## config.mk

```make
export PLATFORM = sky130hd
export DESIGN_NAME = instruction_fetch_stage
export DESIGN_NICKNAME = d
export VERILOG_FILES = /design/src/rtl/instruction_fetch_stage_pkg.sv /design/src/rtl/instruction_fetch_stage_if_id.sv /design/src/rtl/instruction_fetch_stage.sv
export SDC_FILE = /design/constraint.sdc
export NUM_CORES = 1
export LEC_CHECK = 0
export CAP_MARGIN = 20
export CORE_MARGIN = 4
export CORE_UTILIZATION = 55
export CTS_CLUSTER_DIAMETER = 120
export DETAILED_ROUTE_END_ITERATION = 8
export PLACE_DENSITY_LB_ADDON = 0.25
export SYNTH_ARGS = -nofsm -noshare
export SYNTH_HDL_FRONTEND = slang
export SYNTH_SLANG_ARGS = --single-unit
```

## constraint.sdc

```tcl
create_clock -name Clk -period 3.6 [get_ports Clk]
set_input_delay 0.9 -clock Clk [delete_from_list [all_inputs] [get_ports Clk]]
set_output_delay 0.9 -clock Clk [all_outputs]
set_load 0.05 [all_outputs]
```

## src/rtl/instruction_fetch_stage_pkg.sv

```systemverilog
// Shared types and constants for the instruction fetch stage.
package instruction_fetch_stage_pkg;

    // RUN: a fetch request is outstanding.
    // HOLD: a fetched word is parked in the buffer while decode is stalled.
    // DROP: an outstanding request must complete but its data is discarded.
    typedef enum logic [1:0] {
        ST_RUN  = 2'd0,
        ST_HOLD = 2'd1,
        ST_DROP = 2'd2
    } fetch_state_t;

    localparam logic [31:0] NOP    = 32'h0000_0000;
    localparam logic [31:0] PC_INC = 32'd4;

    // Redirect targets are word addresses; the two low bits are ignored.
    function automatic logic [31:0] word_align(input logic [31:0] addr);
        return {addr[31:2], 2'b00};
    endfunction

endpackage

```

## src/rtl/instruction_fetch_stage_if_id.sv

```systemverilog
// IF/ID pipeline register. flush wins over load, load wins over hold;
// with no control asserted the register emits a bubble.
module if_id_register
    import instruction_fetch_stage_pkg::*;
(
    input  logic        clk,
    input  logic        rst_n,
    input  logic        load,
    input  logic        flush,
    input  logic        hold,
    input  logic [31:0] instr_in,
    input  logic [31:0] pc_in,
    output logic [31:0] instr,
    output logic [31:0] pc,
    output logic        valid
);

    // Register update: clear on flush/bubble, capture on load, freeze on hold.
    always_ff @(posedge clk or negedge rst_n) begin
        if (!rst_n) begin
            instr <= NOP;
            pc    <= '0;
            valid <= 1'b0;
        end else if (flush) begin
            instr <= NOP;
            valid <= 1'b0;
        end else if (load) begin
            instr <= instr_in;
            pc    <= pc_in;
            valid <= 1'b1;
        end else if (!hold) begin
            instr <= NOP;
            valid <= 1'b0;
        end
    end

endmodule

```

## src/rtl/instruction_fetch_stage.sv

```systemverilog
// Instruction fetch stage: issues word fetches over a req/ack handshake and
// feeds the IF/ID register, handling stalls and taken redirects.
// Handshake: imem_req/imem_addr are held stable until imem_ack is seen in a
// cycle where imem_req is 1; that ack completes the transfer with imem_rdata.
module instruction_fetch_stage
    import instruction_fetch_stage_pkg::*;
#(
    parameter logic [31:0] RESET_PC = 32'h0000_0000
) (
    input  logic        Clk,
    input  logic        Reset,
    input  logic        Stall,
    input  logic        Branch,
    input  logic        Jump,
    input  logic        JumpRegister,
    input  logic [31:0] BranchTarget,
    input  logic [31:0] JumpTarget,
    input  logic [31:0] JumpRegTarget,
    output logic        imem_req,
    output logic [31:0] imem_addr,
    input  logic        imem_ack,
    input  logic [31:0] imem_rdata,
    output logic [31:0] instr_out,
    output logic [31:0] pc_out,
    output logic        valid_out,
    output logic [1:0]  dbg_state
);

    fetch_state_t state_q, state_nxt;
    logic [31:0]  pc_q, pc_nxt;
    logic [31:0]  tgt_q, tgt_nxt;
    logic [31:0]  buf_instr_q, buf_instr_nxt;
    logic [31:0]  buf_pc_q, buf_pc_nxt;
    logic [31:0]  pc_inc;
    logic [31:0]  target;
    logic         redirect;
    logic         ifid_load, ifid_flush, ifid_hold;
    logic [31:0]  ifid_instr, ifid_pc;

    assign pc_inc   = pc_q + PC_INC;
    // A redirect only counts when decode holds a real instruction and is moving.
    assign redirect = valid_out && !Stall && (Branch || Jump || JumpRegister);
    assign target   = word_align(JumpRegister ? JumpRegTarget :
                                 Jump         ? JumpTarget    : BranchTarget);

    // Gated by Reset directly so no request is visible while reset is held.
    assign imem_req  = Reset && (state_q != ST_HOLD);
    assign imem_addr = pc_q;
    assign dbg_state = state_q;

    // State, fetch address, latched target and stall buffer.
    always_ff @(posedge Clk or negedge Reset) begin
        if (!Reset) begin
            state_q     <= ST_RUN;
            pc_q        <= RESET_PC;
            tgt_q       <= '0;
            buf_instr_q <= NOP;
            buf_pc_q    <= '0;
        end else begin
            state_q     <= state_nxt;
            pc_q        <= pc_nxt;
            tgt_q       <= tgt_nxt;
            buf_instr_q <= buf_instr_nxt;
            buf_pc_q    <= buf_pc_nxt;
        end
    end

    // Next-state and IF/ID control decode.
    always_comb begin
        state_nxt     = state_q;
        pc_nxt        = pc_q;
        tgt_nxt       = tgt_q;
        buf_instr_nxt = buf_instr_q;
        buf_pc_nxt    = buf_pc_q;
        ifid_load     = 1'b0;
        ifid_flush    = 1'b0;
        ifid_hold     = 1'b0;
        ifid_instr    = imem_rdata;
        ifid_pc       = pc_inc;
        case (state_q)
            ST_RUN: begin
                if (redirect) begin
                    ifid_flush = 1'b1;
                    if (imem_ack) begin
                        pc_nxt = target;
                    end else begin
                        tgt_nxt   = target;
                        state_nxt = ST_DROP;
                    end
                end else if (imem_ack && !Stall) begin
                    ifid_load = 1'b1;
                    pc_nxt    = pc_inc;
                end else if (imem_ack) begin
                    buf_instr_nxt = imem_rdata;
                    buf_pc_nxt    = pc_inc;
                    pc_nxt        = pc_inc;
                    ifid_hold     = 1'b1;
                    state_nxt     = ST_HOLD;
                end else if (Stall) begin
                    ifid_hold = 1'b1;
                end else begin
                    ifid_flush = 1'b1;
                end
            end
            ST_HOLD: begin
                if (redirect) begin
                    ifid_flush    = 1'b1;
                    pc_nxt        = target;
                    buf_instr_nxt = NOP;
                    buf_pc_nxt    = '0;
                    state_nxt     = ST_RUN;
                end else if (!Stall) begin
                    ifid_load  = 1'b1;
                    ifid_instr = buf_instr_q;
                    ifid_pc    = buf_pc_q;
                    state_nxt  = ST_RUN;
                end else begin
                    ifid_hold = 1'b1;
                end
            end
            ST_DROP: begin
                ifid_flush = 1'b1;
                if (imem_ack) begin
                    pc_nxt    = tgt_q;
                    state_nxt = ST_RUN;
                end
            end
            default: begin
                state_nxt = ST_RUN;
            end
        endcase
    end

    if_id_register u_if_id (
        .clk      (Clk),
        .rst_n    (Reset),
        .load     (ifid_load),
        .flush    (ifid_flush),
        .hold     (ifid_hold),
        .instr_in (ifid_instr),
        .pc_in    (ifid_pc),
        .instr    (instr_out),
        .pc       (pc_out),
        .valid    (valid_out)
    );

endmodule

```

==> impl_metrics.yaml <==
status:
  status: "complete, no violations"
global_route:
  grt_pass1_vias: 8597
  grt-ovfl-total: 0
  antenna_found_initial: 0
  grt_max_degree: 188
  grt_util_all_layers_pct: 26.6
  grt_first_pass_wirelength_um: 44100
die:
  dieArea_mm2: 0.0205
  io-pin-count: 235
  chipWidth_um: 143
  rows: 49
  core_area_mm2: 0.0180
  start_util_pct: 56.1
  die_h_um: 143
yosys:
  seq_area_frac_synth_pct: 46.4
  synthesis.area_mm2: 0.0101
  avgSynthCellArea_um2: 9.08
  synth_cell_types: 71
  ys_ff_latch: 187
  ys.flop_type: "dfrtp_1"
  ys_warn_count: 0
  synth-edff-count: 0
  synthArstFlopShare_pct: 100
  synth_cells: 1109
route:
  met1_length_um: 11700
  dr_wl_met3_um: 2350
  vias: 9100
  met2_length_um: 13100
  drt_iter0_drc: 642
  wl_per_cell_um: 18.0
  routed_wl_um: 27600
  antenna_left: 0
  via_per_inst: 5.93
  dr.pass1.iters: 5
  drc: 0
  top_layer: "met4"
sta:
  hold_viol_final: 0
  slew_violations: 0
  rsz0062_at_grt: "false"
  period_minus_slack_ps: 2900
  fin_setup_tns_ps: 0
  finalSetupViolCount: 0
  max_freq_mhz: 344
  hold-worst-slack_ps: 469
  worstMarginPinSlew_ps: 1080
  slew-limit-headroom_pct: 28.3
  post-route-period-util_pct: 80.7
  finalClockSkew_ps: 6.96
critical_path:
  cp-start-kind: "primary input"
  r2r_slack_ps: 810
  worstReg2RegEnd: "imem_addr[25]"
  reg2reg_depth: 7
  cp_max_fo: 25
  worstPathRequired_ps: 3930
  end_kind: "flip-flop"
  worstSetupPathType: "primary input to flip-flop"
  critPathArrivalTime_ps: 3230
  worstReg2RegStart: "dbg_state[1]"
pwr:
  p_leak_uw: 0.00550
  ir_drop_mv: 0.547
  p_total_uw: 12800
  power_density_mw_per_mm2: 976
final_layout:
  diodes: 0
  final_cell_mix: "248 x nand2_1, 220 x clkdlybuf4s50_1, 187 x dfrtp_1"
  syn2layout_area_growth_pct: 30.4
  nets: 1433
  drive_above_1_share_pct: 8.81
  layout_commonest_cell: "nand2_1"
worst_hold_path:
  whs_path_depth: 2
  hp-class: "flip-flop to flip-flop"
  min_to: "u_if_id.pc[19]"
  worstHoldStart: "u_if_id.pc[19]"
flow_run:
  drv_cap: 0
clocking:
  postCtsSetupBuffers: 0
  clock_latency_ps: 430
  numCtsBuffers: 17
  cts-resized-gates: 0
  cts-root-buf: "clkbuf_16"
  htreeDepth: 4
  hold_buffers: 0
  clk_path_buf_depth: 2
  clk_pin_slew_ps: 70
  cts.sinks: 187
  tritoncts: "yes"
placed_design:
  dpl.hpwl_um: 19400
  portBuffers: 224
  gp_congestion: 0.910
[worst max path at each step]
stage	startpoint	end	slack, ps	cells past startpoint
2_1_floorplan	dbg_state[1]	imem_req	510	5
3_3_place_gp	Stall	tgt_q[25]	340	7
3_5_place_dp	Branch	u_if_id.pc[22]	300	6
4_1_cts	Stall	tgt_q[8]	730	6
5_1_grt	Branch	u_if_id.instr[6]	540	6
6_report	Branch	u_if_id.instr[6]	700	6
[metal layers]
metal  vias to the layer above  track usage, %
li1                       4312               -
met1                      4328            36.0
met2                       419            43.5
met3                        41            5.72
met4                         0            7.78
met5                         -               0
[sequential cells by signal, summed over array words and instances, names as in the netlist]
signal,flops
tgt_q,30
u_if_id.valid,1
imem_addr,30
buf_pc_q,30
buf_instr_q,32
u_if_id.instr,32
u_if_id.pc,30
dbg_state,2
[report_power, final]
group	switching, uW	total, uW	leakage [uW]	internal, uW
clock network	830	1880	0.000287	1050
registers	799	3840	0.00237	3050
logic	4560	7090	0.00284	2540
[synthesized netlist by cell type, types with 7 or more instances]
| master | count | area, um2 |
|---|---|---|
| o31ai_1 | 14 | 105 |
| o21ai_0 | 141 | 706 |
| nand4_1 | 14 | 87.6 |
| xor2_1 | 13 | 114 |
| o211ai_1 | 34 | 255 |
| nor2_1 | 35 | 131 |
| a22o_1 | 9 | 78.8 |
| buf_2 | 20 | 100 |
| xnor2_1 | 11 | 96.3 |
| a21o_1 | 10 | 75.1 |
| mux2i_1 | 59 | 591 |
| nand2b_1 | 10 | 62.6 |
| nand2_1 | 248 | 931 |
| mux2_2 | 31 | 349 |
| clkbuf_1 | 64 | 240 |
| dfrtp_1 | 187 | 4680 |
| nand3_1 | 28 | 140 |
| o21ai_1 | 7 | 35.0 |
| a2bb2oi_1 | 10 | 87.6 |
| a21oi_1 | 34 | 170 |
[kinds of logic after synthesis]
kind of cell	after synthesis	share of synthesized area [%]
xor gates and xnor gates	24	2.09
AOI/OAI and AO/OA	327	20.8
muxes	90	9.33
adders and majority gates	5	0.621
other	1	0.0372
and+or+nand+nor	374	16.5
DFF	187	46.4
buffers and inverters	101	4.23
[critical path, cell delays in order]
cell and delay (ps):
clkdlybuf4s50_1 440, or3_1 530, a21oi_1 260, nand3_2 450, buf_4 390, o21ai_0 250
[through the flow]
stage	worst slack, ps	std cells	cell area (um2)	util, %
2_1_floorplan	512	1112	10100	-
3_3_place_gp	336	1503	12500	69.9
3_5_place_dp	302	1503	12500	69.9
4_1_cts	732	1535	13100	73.1
5_1_grt	538	1535	13100	73.1
6_report	695	1535	13100	73.1
[final cells by class]
cell class	instances	area, um2
clock buffer	20	447
clock inverter	12	138
multi-input combinational	824	5010
tap	229	287
fill	1381	4830
inverter	7	26.3
sequential	187	4680
timing repair buffer	256	2550
Power figures use the tool's default switching activity.
